==> src/rtl/id_ex_pipe_pkg.sv <==
// id_ex_pipe_pkg
//   Shared constants for the ID/EX pipeline register:
//   default widths, reset polarity, the NOP bubble encodings driven
//   onto the EX payload when no instruction is present, and the
//   occupancy state type of the elastic register.
package id_ex_pipe_pkg;

    // Default widths
    localparam int unsigned RegBus_W   = 32;
    localparam int unsigned RegAddr_W  = 5;
    localparam int unsigned AluOp_W    = 8;
    localparam int unsigned AluSel_W   = 3;

    // Reset polarity
    localparam logic RstEnable     = 1'b1;
    localparam logic RstDisable    = 1'b0;

    // Write-back control
    localparam logic WriteEnable   = 1'b1;
    localparam logic WriteDisable  = 1'b0;

    // NOP bubble encodings
    localparam logic [AluOp_W-1:0]   EXE_NOP_OP  = 8'b0000_0000;
    localparam logic [AluSel_W-1:0]  EXE_RES_NOP = 3'b000;
    localparam logic [RegBus_W-1:0]  ZeroWord    = 32'h0000_0000;
    localparam logic [RegAddr_W-1:0] NOPRegAddr  = 5'b00000;

    // Occupancy of the two-entry elastic register
    typedef enum logic [1:0] {
        ST_EMPTY = 2'd0,
        ST_ONE   = 2'd1,
        ST_TWO   = 2'd2
    } pipe_state_t;

endpackage

==> src/rtl/id_ex_pipe_slot.sv <==
// pipe_slot
//   One storage entry of the ID/EX elastic register: a valid bit plus
//   the full instruction payload. clear (or reset) empties the entry
//   and parks the payload at the NOP bubble; load captures new payload
//   and marks the entry valid. clear wins over load.
//
// Ports
//   clk, rst            clock, synchronous active-high reset
//   clear               empty the entry
//   load                capture load_* and set valid
//   load_*              incoming payload
//   valid               entry holds an instruction
//   aluop..wreg_enable  held payload
module pipe_slot
    import id_ex_pipe_pkg::*;
#(
    parameter int unsigned REG_W    = RegBus_W,
    parameter int unsigned ADDR_W   = RegAddr_W,
    parameter int unsigned ALUOP_W  = AluOp_W,
    parameter int unsigned ALUSEL_W = AluSel_W
) (
    input  logic                clk,
    input  logic                rst,
    input  logic                clear,
    input  logic                load,
    input  logic [ALUOP_W-1:0]  load_aluop,
    input  logic [ALUSEL_W-1:0] load_alusel,
    input  logic [REG_W-1:0]    load_reg1,
    input  logic [REG_W-1:0]    load_reg2,
    input  logic [ADDR_W-1:0]   load_wreg_addr,
    input  logic                load_wreg_enable,
    output logic                valid,
    output logic [ALUOP_W-1:0]  aluop,
    output logic [ALUSEL_W-1:0] alusel,
    output logic [REG_W-1:0]    reg1,
    output logic [REG_W-1:0]    reg2,
    output logic [ADDR_W-1:0]   wreg_addr,
    output logic                wreg_enable
);

    always_ff @(posedge clk) begin
        if (rst == RstEnable || clear) begin
            valid       <= 1'b0;
            aluop       <= ALUOP_W'(EXE_NOP_OP);
            alusel      <= ALUSEL_W'(EXE_RES_NOP);
            reg1        <= REG_W'(ZeroWord);
            reg2        <= REG_W'(ZeroWord);
            wreg_addr   <= ADDR_W'(NOPRegAddr);
            wreg_enable <= WriteDisable;
        end else if (load) begin
            valid       <= 1'b1;
            aluop       <= load_aluop;
            alusel      <= load_alusel;
            reg1        <= load_reg1;
            reg2        <= load_reg2;
            wreg_addr   <= load_wreg_addr;
            wreg_enable <= load_wreg_enable;
        end
    end

endmodule

==> src/rtl/id_ex_pipe.sv <==
// id_ex_pipe
//   Two-entry elastic ID/EX pipeline register. The main slot drives the
//   EX payload; the skid slot absorbs one extra instruction so id_ready
//   can be a flop rather than a combinational function of ex_ready.
//   Strict FIFO order, 1-cycle latency, one instruction per cycle while
//   EX keeps ex_ready high. flush empties both slots on the next edge.
//
// Ports
//   clk, rst             clock, synchronous active-high reset
//   flush                discard all held entries
//   id_valid / id_ready  upstream handshake (id_ready registered)
//   id_*                 incoming payload
//   ex_valid / ex_ready  downstream handshake
//   ex_*                 payload to EX (NOP bubble when ex_valid = 0)
//   occupancy            entries held, 0..2
module id_ex_pipe
    import id_ex_pipe_pkg::*;
#(
    parameter int unsigned REG_W    = RegBus_W,
    parameter int unsigned ADDR_W   = RegAddr_W,
    parameter int unsigned ALUOP_W  = AluOp_W,
    parameter int unsigned ALUSEL_W = AluSel_W
) (
    input  logic                clk,
    input  logic                rst,
    input  logic                flush,
    input  logic                id_valid,
    output logic                id_ready,
    input  logic [ALUOP_W-1:0]  id_aluop,
    input  logic [ALUSEL_W-1:0] id_alusel,
    input  logic [REG_W-1:0]    id_reg1,
    input  logic [REG_W-1:0]    id_reg2,
    input  logic [ADDR_W-1:0]   id_wreg_addr,
    input  logic                id_wreg_enable,
    output logic                ex_valid,
    input  logic                ex_ready,
    output logic [ALUOP_W-1:0]  ex_aluop,
    output logic [ALUSEL_W-1:0] ex_alusel,
    output logic [REG_W-1:0]    ex_reg1,
    output logic [REG_W-1:0]    ex_reg2,
    output logic [ADDR_W-1:0]   ex_wreg_addr,
    output logic                ex_wreg_enable,
    output logic [1:0]          occupancy
);

    pipe_state_t state, next_state;
    logic        ready_q;

    logic push, pop;

    // Slot controls
    logic main_load, main_clear, main_from_skid;
    logic skid_load, skid_clear;

    // Slot contents
    logic                main_valid, skid_valid;
    logic [ALUOP_W-1:0]  main_aluop, skid_aluop, main_d_aluop;
    logic [ALUSEL_W-1:0] main_alusel, skid_alusel, main_d_alusel;
    logic [REG_W-1:0]    main_reg1, skid_reg1, main_d_reg1;
    logic [REG_W-1:0]    main_reg2, skid_reg2, main_d_reg2;
    logic [ADDR_W-1:0]   main_wreg_addr, skid_wreg_addr, main_d_wreg_addr;
    logic                main_wreg_enable, skid_wreg_enable, main_d_wreg_enable;

    assign id_ready = ready_q;
    assign ex_valid = (state != ST_EMPTY);
    assign push     = id_valid && ready_q;
    assign pop      = ex_valid && ex_ready;

    // State register; id_ready is precomputed from the next state so it
    // never depends combinationally on ex_ready.
    always_ff @(posedge clk) begin
        if (rst == RstEnable) begin
            state   <= ST_EMPTY;
            ready_q <= 1'b1;
        end else begin
            state   <= next_state;
            ready_q <= (next_state != ST_TWO);
        end
    end

    // Next state and slot steering
    always_comb begin
        next_state     = state;
        main_load      = 1'b0;
        main_clear     = 1'b0;
        main_from_skid = 1'b0;
        skid_load      = 1'b0;
        skid_clear     = 1'b0;

        if (flush) begin
            next_state = ST_EMPTY;
            main_clear = 1'b1;
            skid_clear = 1'b1;
        end else begin
            unique case (state)
                ST_EMPTY: begin
                    if (push) begin
                        next_state = ST_ONE;
                        main_load  = 1'b1;
                    end
                end
                ST_ONE: begin
                    if (push && pop) begin
                        main_load  = 1'b1;
                    end else if (push) begin
                        next_state = ST_TWO;
                        skid_load  = 1'b1;
                    end else if (pop) begin
                        next_state = ST_EMPTY;
                        main_clear = 1'b1;
                    end
                end
                ST_TWO: begin
                    // id_ready is low here, so only a pop can occur
                    if (pop && skid_valid) begin
                        next_state     = ST_ONE;
                        main_load      = 1'b1;
                        main_from_skid = 1'b1;
                        skid_clear     = 1'b1;
                    end
                end
                default: begin
                    next_state = ST_EMPTY;
                    main_clear = 1'b1;
                    skid_clear = 1'b1;
                end
            endcase
        end
    end

    // Main slot source: the skid entry when draining TWO, else ID
    always_comb begin
        main_d_aluop       = id_aluop;
        main_d_alusel      = id_alusel;
        main_d_reg1        = id_reg1;
        main_d_reg2        = id_reg2;
        main_d_wreg_addr   = id_wreg_addr;
        main_d_wreg_enable = id_wreg_enable;
        if (main_from_skid) begin
            main_d_aluop       = skid_aluop;
            main_d_alusel      = skid_alusel;
            main_d_reg1        = skid_reg1;
            main_d_reg2        = skid_reg2;
            main_d_wreg_addr   = skid_wreg_addr;
            main_d_wreg_enable = skid_wreg_enable;
        end
    end

    pipe_slot #(
        .REG_W    (REG_W),
        .ADDR_W   (ADDR_W),
        .ALUOP_W  (ALUOP_W),
        .ALUSEL_W (ALUSEL_W)
    ) u_main (
        .clk              (clk),
        .rst              (rst),
        .clear            (main_clear),
        .load             (main_load),
        .load_aluop       (main_d_aluop),
        .load_alusel      (main_d_alusel),
        .load_reg1        (main_d_reg1),
        .load_reg2        (main_d_reg2),
        .load_wreg_addr   (main_d_wreg_addr),
        .load_wreg_enable (main_d_wreg_enable),
        .valid            (main_valid),
        .aluop            (main_aluop),
        .alusel           (main_alusel),
        .reg1             (main_reg1),
        .reg2             (main_reg2),
        .wreg_addr        (main_wreg_addr),
        .wreg_enable      (main_wreg_enable)
    );

    pipe_slot #(
        .REG_W    (REG_W),
        .ADDR_W   (ADDR_W),
        .ALUOP_W  (ALUOP_W),
        .ALUSEL_W (ALUSEL_W)
    ) u_skid (
        .clk              (clk),
        .rst              (rst),
        .clear            (skid_clear),
        .load             (skid_load),
        .load_aluop       (id_aluop),
        .load_alusel      (id_alusel),
        .load_reg1        (id_reg1),
        .load_reg2        (id_reg2),
        .load_wreg_addr   (id_wreg_addr),
        .load_wreg_enable (id_wreg_enable),
        .valid            (skid_valid),
        .aluop            (skid_aluop),
        .alusel           (skid_alusel),
        .reg1             (skid_reg1),
        .reg2             (skid_reg2),
        .wreg_addr        (skid_wreg_addr),
        .wreg_enable      (skid_wreg_enable)
    );

    // EX payload: bubble whenever the main slot is empty
    always_comb begin
        ex_aluop       = ALUOP_W'(EXE_NOP_OP);
        ex_alusel      = ALUSEL_W'(EXE_RES_NOP);
        ex_reg1        = REG_W'(ZeroWord);
        ex_reg2        = REG_W'(ZeroWord);
        ex_wreg_addr   = ADDR_W'(NOPRegAddr);
        ex_wreg_enable = WriteDisable;
        if (main_valid) begin
            ex_aluop       = main_aluop;
            ex_alusel      = main_alusel;
            ex_reg1        = main_reg1;
            ex_reg2        = main_reg2;
            ex_wreg_addr   = main_wreg_addr;
            ex_wreg_enable = main_wreg_enable;
        end
    end

    always_comb begin
        unique case (state)
            ST_ONE:  occupancy = 2'd1;
            ST_TWO:  occupancy = 2'd2;
            default: occupancy = 2'd0;
        endcase
    end

endmodule

==> config.mk <==
export PLATFORM = sky130hd
export DESIGN_NAME = id_ex_pipe
export DESIGN_NICKNAME = d
export VERILOG_FILES = /design/src/rtl/id_ex_pipe_pkg.sv /design/src/rtl/id_ex_pipe_slot.sv /design/src/rtl/id_ex_pipe.sv
export SDC_FILE = /design/constraint.sdc
export NUM_CORES = 1
export LEC_CHECK = 0
export CAP_MARGIN = 20
export CORE_ASPECT_RATIO = 1.4
export CORE_MARGIN = 2
export CORE_UTILIZATION = 40
export CTS_CLUSTER_DIAMETER = 120
export DETAILED_ROUTE_END_ITERATION = 12
export PLACE_DENSITY = 0.68
export SKIP_LAST_GASP = 1
export SYNTH_ARGS = -nofsm -noshare
export SYNTH_HDL_FRONTEND = slang
export SYNTH_HIERARCHICAL = 1
export SYNTH_SLANG_ARGS = --single-unit
==> constraint.sdc <==
create_clock -name clk -period 1.9 [get_ports clk]
set_clock_uncertainty 0.2 [all_clocks]
set_input_delay 0.19 -clock clk [delete_from_list [all_inputs] [get_ports clk]]
set_output_delay 0.19 -clock clk [all_outputs]
set_load 0.005 [all_outputs]
==> summary.md, run 1 <==
| Metric | Value |
|---|---|
| Outcome | finished, violations left |
| Failing checks | negative setup slack |
| Final setup viols | 82 |
| CP max FO | 5 |
| Core area | 19100 sq um |
| Vias in the first global route | 5874 |
| Fmax | 488 MHz |
| Syn nets | 825 |
| Worst-Margin Slew | 0.293 ns |
| Crit. End Element | flip-flop |
| Mux contribution to synthesized area | 0.327 |
| Compound-Gate Fraction of Synth Area | 0.00948 |
| Post-Syn Instances | 739 |
| Distinct cells, synth | 30 |
| XOR/XNOR Fraction of Synth Area | 0 |
| Post-Synth Simple-Gate Area | 0.158 |
| Minimum clock period | 2.05 ns |
| Adder-cell share of the synthesized area | 0 |
| PD cells | 700 nW/um^2 |
| Register area share after synthesis | 0.429 |
| First-pass GRT wire length | 31.0 mm |
| Dpl ws | -0.404 ns |
| Area grow syn2layout | 45.3% |
| Gpl congestion | 0.763 |
| Global route total overflow | 0 |
| Pre-antenna DRT Iters | 4 |
| Clk_lat worst skew | 0.41 ns |
| Yosys synthesis warning count | 6 |
| Critical path startpoint category | flip-flop |
| Final period util | 1.08 |
| Final Core Density | 0.591 |
| Die W | 122 microns |
| IO buf count | 170 |
| Main combinational cell family by area after synthesis | multiplexers |
| CTS Buffer Depth | 2 |
| Final HPWL DP | 12.5 mm |
| TritonCTS clock tree | built |
| Hold Path Class | primary input to flip-flop |
| Total wire length | 21.3 mm |
| Unrepaired setup endpoints after global routing | yes |
| Synth top area cells | dfxtp_1 43%, mux2i_1 21%, mux2_2 11% |
| Worst r2r path cells | 9 |
| Final Hold Viols | 0 |
| Post-layout worst setup margin | -0.149 ns |
| Largest net degree at the start of global routing | 45 |
| Wire per inst | 17.3 microns |
| Fin nets | 1056 |
| Max Slew Vio Count | 0 |
| Fill count | 1684 |
| Die Ht | 169 microns |
| Register clock-pin slew on the reported worst setup and hold paths | 0.06 ns |
| Remaining routing DRC violations | 0 |
| Drt via density | 4.85 |
| Hold Buf Count CTS | 0 |
| Area leader, netlist | dfxtp_1 |
| WP data required | 2.01 ns |
| Yosys top cell area share | 0.429 |
| Die area | 20600 sq um |
| Share of post-route cells with drive strength above 1 | 0.294 |
| Worst Path Arrival | 2.15 ns |
| GRT Overall Usage | 0.196 |
| Clock buffer count from CTS | 17 |
| FF+latch count, synth | 167 |
| Slew HR | 0.804 |
| Commonest non-fill, non-tap cell in the layout | nor2_1 |
| # rows | 60 |
| Vias | 5963 |
| Routed Antenna Nets | 0 |
| H-tree levels | 4 |
| Diode count | 0 |
| Clock sink total | 167 |
| Max capacitance violation total | 0 |
| WS Path Type | flip-flop to flip-flop |
| Most frequent cells in the layout | 165 x nor2_1, 162 x dfxtp_1, 155 x mux2i_1 |
| Initial Utilization | 0.407 |
| Initial antenna violation count | 0 |
| Ports | 171 |
| Leak | 0.00459 uW |
| Hold path cells | 3 |
| DRT iter0 DRCs | 238 |
| Root Driver | clkbuf_16 |
| Post-Syn Area | 7780 sq um |
| Peak supply drop | 0.000515 V |
| Syn Area/Cell | 10.5 sq um |
[cell families (layout without fill, tap and decap cells)]
group                  after synthesis  in the layout
AOI/OAI and AO/OA                   10             10
buffers and inverters               57            299
DFF                                167            167
muxes                              244            244
and+or+nand+nor                    261            261
[area by class of cell]
type	count	area, sq um	area share
Clock inverter	6	67.6	0.00597
Inverter	2	7.51	0.000664
Tap cell	248	310	0.0274
Sequential cell	167	3350	0.297
Timing Repair Buffer	267	3120	0.276
Multi-Input combinational cell	515	3970	0.351
Clock buffer	24	482	0.0426
[power breakdown]
part | internal (uW) | switching [uW] | total (uW)
combinational | 645 | 407 | 1050
sequential | 3560 | 31.0 | 3590
clock | 1900 | 1380 | 3280
[cells in the mapped netlist, drive strengths merged]
master    n
o22a      1
or2       3
nor2    166
mux2i   163
dfxtp   167
nand2     2
a21o      3
o21bai    1
a211o     1
nand4b    1
inv       2
nand2b    3
mux2     81
a21oi     2
or3       1
buf      44
nor3      2
nor4      1
and2     81
nor2b     1
clkbuf   11
o21ba     1
o22ai     1
[per-layer routing]
metal,vias to the layer above,track usage,wire length (microns)
li1,2947,-,-
met1,2871,0.234,9120
met2,124,0.349,11100
met3,21,0.0408,706
met4,0,0.0645,358
met5,-,0,0
[flip-flops by register name, summed over array words and instances, names as in the netlist, 2 cells and up]
name              count
state                 2
u_skid/reg2          32
u_main/wreg_addr      5
u_skid/aluop          8
u_main/reg2          32
u_skid/reg1          32
u_main/alusel         3
u_skid/alusel         3
u_skid/wreg_addr      5
u_main/reg1          32
u_main/aluop          8
[path summary, 6_finish.rpt]
path / endpoint / slack, ns / start
setup / recovery: u_main/wreg_addr[2] / -0.15 / state[0]
hold / removal: u_skid/reg1[0] / 0.21 / id_reg1[0]
setup reg to reg: u_main/wreg_addr[2] / -0.15 / state[0]
hold reg to reg: u_skid/reg2[26] / 0.29 / u_skid/reg2[26]
[repair_timing]
item | in CTS | in global routing
pin swaps | 5 | 8
endpoints found under the hold margin | 0 | 0
endpoints found under the setup margin | 244 | 187
cloned | 12 | 11
setup buffers | 24 | 9
gates resized for setup | 167 | 123
[metrics by stage]
step | total power, uW | area [sq um] | std cells | hold WS (ns) | TNS, ns
detailed placement | 4500 | 9870 | 1148 | 0.274 | -51.35
floorplan | 4140 | 7780 | 739 | 0.137 | -0.675
global route | 8210 | 11300 | 1229 | 0.196 | -14.15
global placement | 4500 | 9870 | 1148 | 0.265 | -51.88
CTS | 7950 | 11000 | 1211 | 0.195 | -12.22
finish | 7920 | 11300 | 1229 | 0.214 | -5.88
[worst max-delay path, stage by stage (launching register included)]
cell,delay [ns]
dfxtp_2,0.34
or2_4,0.26
o22a_1,0.22
a21oi_4,0.15
buf_6,0.13
buf_12,0.13
buf_12,0.12
clkbuf_16,0.14
mux2i_1,0.19
nor2_1,0.06
Note: power is estimated with default switching activity, not from simulation.
==> run 2, diff against run 1 <==
--- a/config.mk
+++ b/config.mk
@@ -8,10 +8,9 @@
 export CAP_MARGIN = 20
 export CORE_ASPECT_RATIO = 1.4
 export CORE_MARGIN = 2
-export CORE_UTILIZATION = 40
+export CORE_UTILIZATION = 35
 export CTS_CLUSTER_DIAMETER = 120
 export DETAILED_ROUTE_END_ITERATION = 12
-export PLACE_DENSITY = 0.68
 export SKIP_LAST_GASP = 1
 export SYNTH_ARGS = -nofsm -noshare
 export SYNTH_HDL_FRONTEND = slang
==> summary.md, run 2 (same netlist as run 1, synthesis figures left out) <==
| Metric | Value |
|---|---|
| Outcome | finished, violations left |
| Failing checks | negative setup slack |
| Final Core Density | 0.509 |
| Clock share of power | 0.425 |
| Fin nets | 1033 |
| CP startpoint | u_main/valid |
| Clock buffer count from CTS | 17 |
| Hold Path Class | primary input to flip-flop |
| Worst-Margin Slew | 0.287 ns |
| R2r endpoint | u_main/reg1[5] |
| Die Ht | 180 microns |
| H-tree levels | 4 |
| Final setup viols | 125 |
| IO buf count | 170 |
| Total wire length | 20.7 mm |
| Crit path to | ex_reg2[1] |
| Unrepaired setup endpoints after global routing | yes |
| Peak supply drop | 0.000598 V |
| Most frequent cells in the layout | 166 x nor2_1, 165 x clkdlybuf4s50_1, 163 x dfxtp_1 |
| Root Driver | clkbuf_16 |
| Max Slew Vio Count | 0 |
| GRT Overall Usage | 0.176 |
| Clk_lat worst skew | 0.42 ns |
| Int Pwr | 6050 uW |
| Largest net degree at the start of global routing | 42 |
| Global route total overflow | 0 |
| Clock sink total | 167 |
| Initial antenna violation count | 1 |
| Wire per inst | 16.4 microns |
| WP data required | 1.51 ns |
| Worst Path Arrival | 1.71 ns |
| Final Hold Viols | 0 |
| Pre-antenna DRT Iters | 6 |
| Leak | 0.00405 uW |
| Die W | 130 microns |
| Commonest non-fill, non-tap cell in the layout | nor2_1 |
| Final period util | 1.10 |
| Share of post-route cells with drive strength above 1 | 0.207 |
| Post-layout worst setup margin | -0.196 ns |
| Ports | 171 |
| Comb pwr share | 0.125 |
| Sequential share of power | 0.450 |
| Remaining routing DRC violations | 0 |
| Hold wc startpoint | id_aluop[1] |
| # rows | 64 |
| Final HPWL DP | 12.5 mm |
| Switching Share | 0.241 |
| Switch Pwr | 1920 uW |
| Area grow syn2layout | 43.0% |
| Die area | 23500 sq um |
| Slew HR | 0.807 |
| Critical path startpoint category | flip-flop |
| Crit. End Element | output pin |
| Routed Antenna Nets | 0 |
| Vias in the first global route | 5805 |
| Core area | 21900 sq um |
| Worst r2r path cells | 9 |
| Register clock-pin slew on the reported worst setup and hold paths | 0.07 ns |
| Fmax | 477 MHz |
| First-pass GRT wire length | 31.8 mm |
| TritonCTS clock tree | built |
| Gpl congestion | 0.769 |
| DRT iter0 DRCs | 223 |
| CP max FO | 23 |
| Minimum clock period | 2.10 ns |
| CTS Buffer Depth | 2 |
| Post-Layout Cell Count | 1258 |
| Max capacitance violation total | 0 |
| PD cells | 716 nW/um^2 |
| Initial Utilization | 0.356 |
| Internal reg-to-reg setup slack | -0.11 ns |
| Vias | 5739 |
| WS Path Type | flip-flop to output pin |
| # placed instances | 1195 |
| Drt via density | 4.56 |
| Reg-to-Reg Start | state[1] |
==> run 2: changes by cell type in the layout (fill, tap and decap cells not counted), sizes merged <==
cell / delta
clkdlybuf4s50: +79
buf: -38
dlymetal6s2s: -10
diode: +1
bufbuf: -1
inv: +2
clkdlybuf4s15: -13
clkinvlp: +4
dlygate4sd2: -8
clkbuf: -36
==> run 2: worst min path at each step <==
stage | cells after the start | end | slack, ns
final | 3 | u_skid/aluop[1] | 0.21
after global routing | 3 | u_skid/reg1[0] | 0.22
after CTS | 3 | u_skid/aluop[1] | 0.19
after detailed placement | 2 | u_main/reg1[10] | 0.27
after global placement | 2 | u_main/reg1[15] | 0.27
after floorplan | 2 | u_skid/aluop[0] | 0.14
==> run 2: repair_timing <==
item / in CTS / in global routing
cloned: 13 / 7
setup endpoints to repair: 239 / 226
setup buffers: 19 / 1
pin swaps: 5 / 27
hold buffers: 0 / 0
resized for setup: 31 / 28
==> run 2: metal layers <==
layer,track usage,share of wire
met1,0.228,0.45
met2,0.294,0.51
met3,0.0294,0.035
met4,0.0589,0.014
met5,0,0
==> run 2: final cells by class <==
type | count | area [sq um]
antenna | 1 | 2.50
tap | 297 | 372
multi-input combinational | 515 | 3910
sequential | 167 | 3350
timing repair buffer | 244 | 2920
fill | 2019 | 10700
clock buffer | 20 | 457
inverter | 2 | 7.51
clock inverter | 12 | 115
==> run 2: critical path: stages (launching register included) <==
cell and delay, ns:
dfxtp_4 0.42, buf_12 0.18, and2_1 0.18, clkdlybuf4s50_1 0.51
==> run 2: stage by stage <==
stage	total power, uW	instance area, sq um	setup WS, ns	hold WS [ns]	setup TNS (ns)
finish	7970	11100	-0.196	0.207	-12.46
global route	8270	11100	-0.257	0.217	-24.59
CTS	8090	11100	-0.227	0.193	-21.23
detailed placement	4480	9870	-0.360	0.271	-52.87
global placement	4480	9870	-0.369	0.266	-50.81
floorplan	4140	7780	-0.0367	0.137	-0.675
==> run 2: power groups by stage <==
stage	clock [uW]	combinational [uW]	sequential [uW]
floorplan	0	483	3650
global placement	0	817	3660
detailed placement	0	819	3660
CTS	3460	1050	3580
global route	3610	1070	3590
finish	3380	999	3580
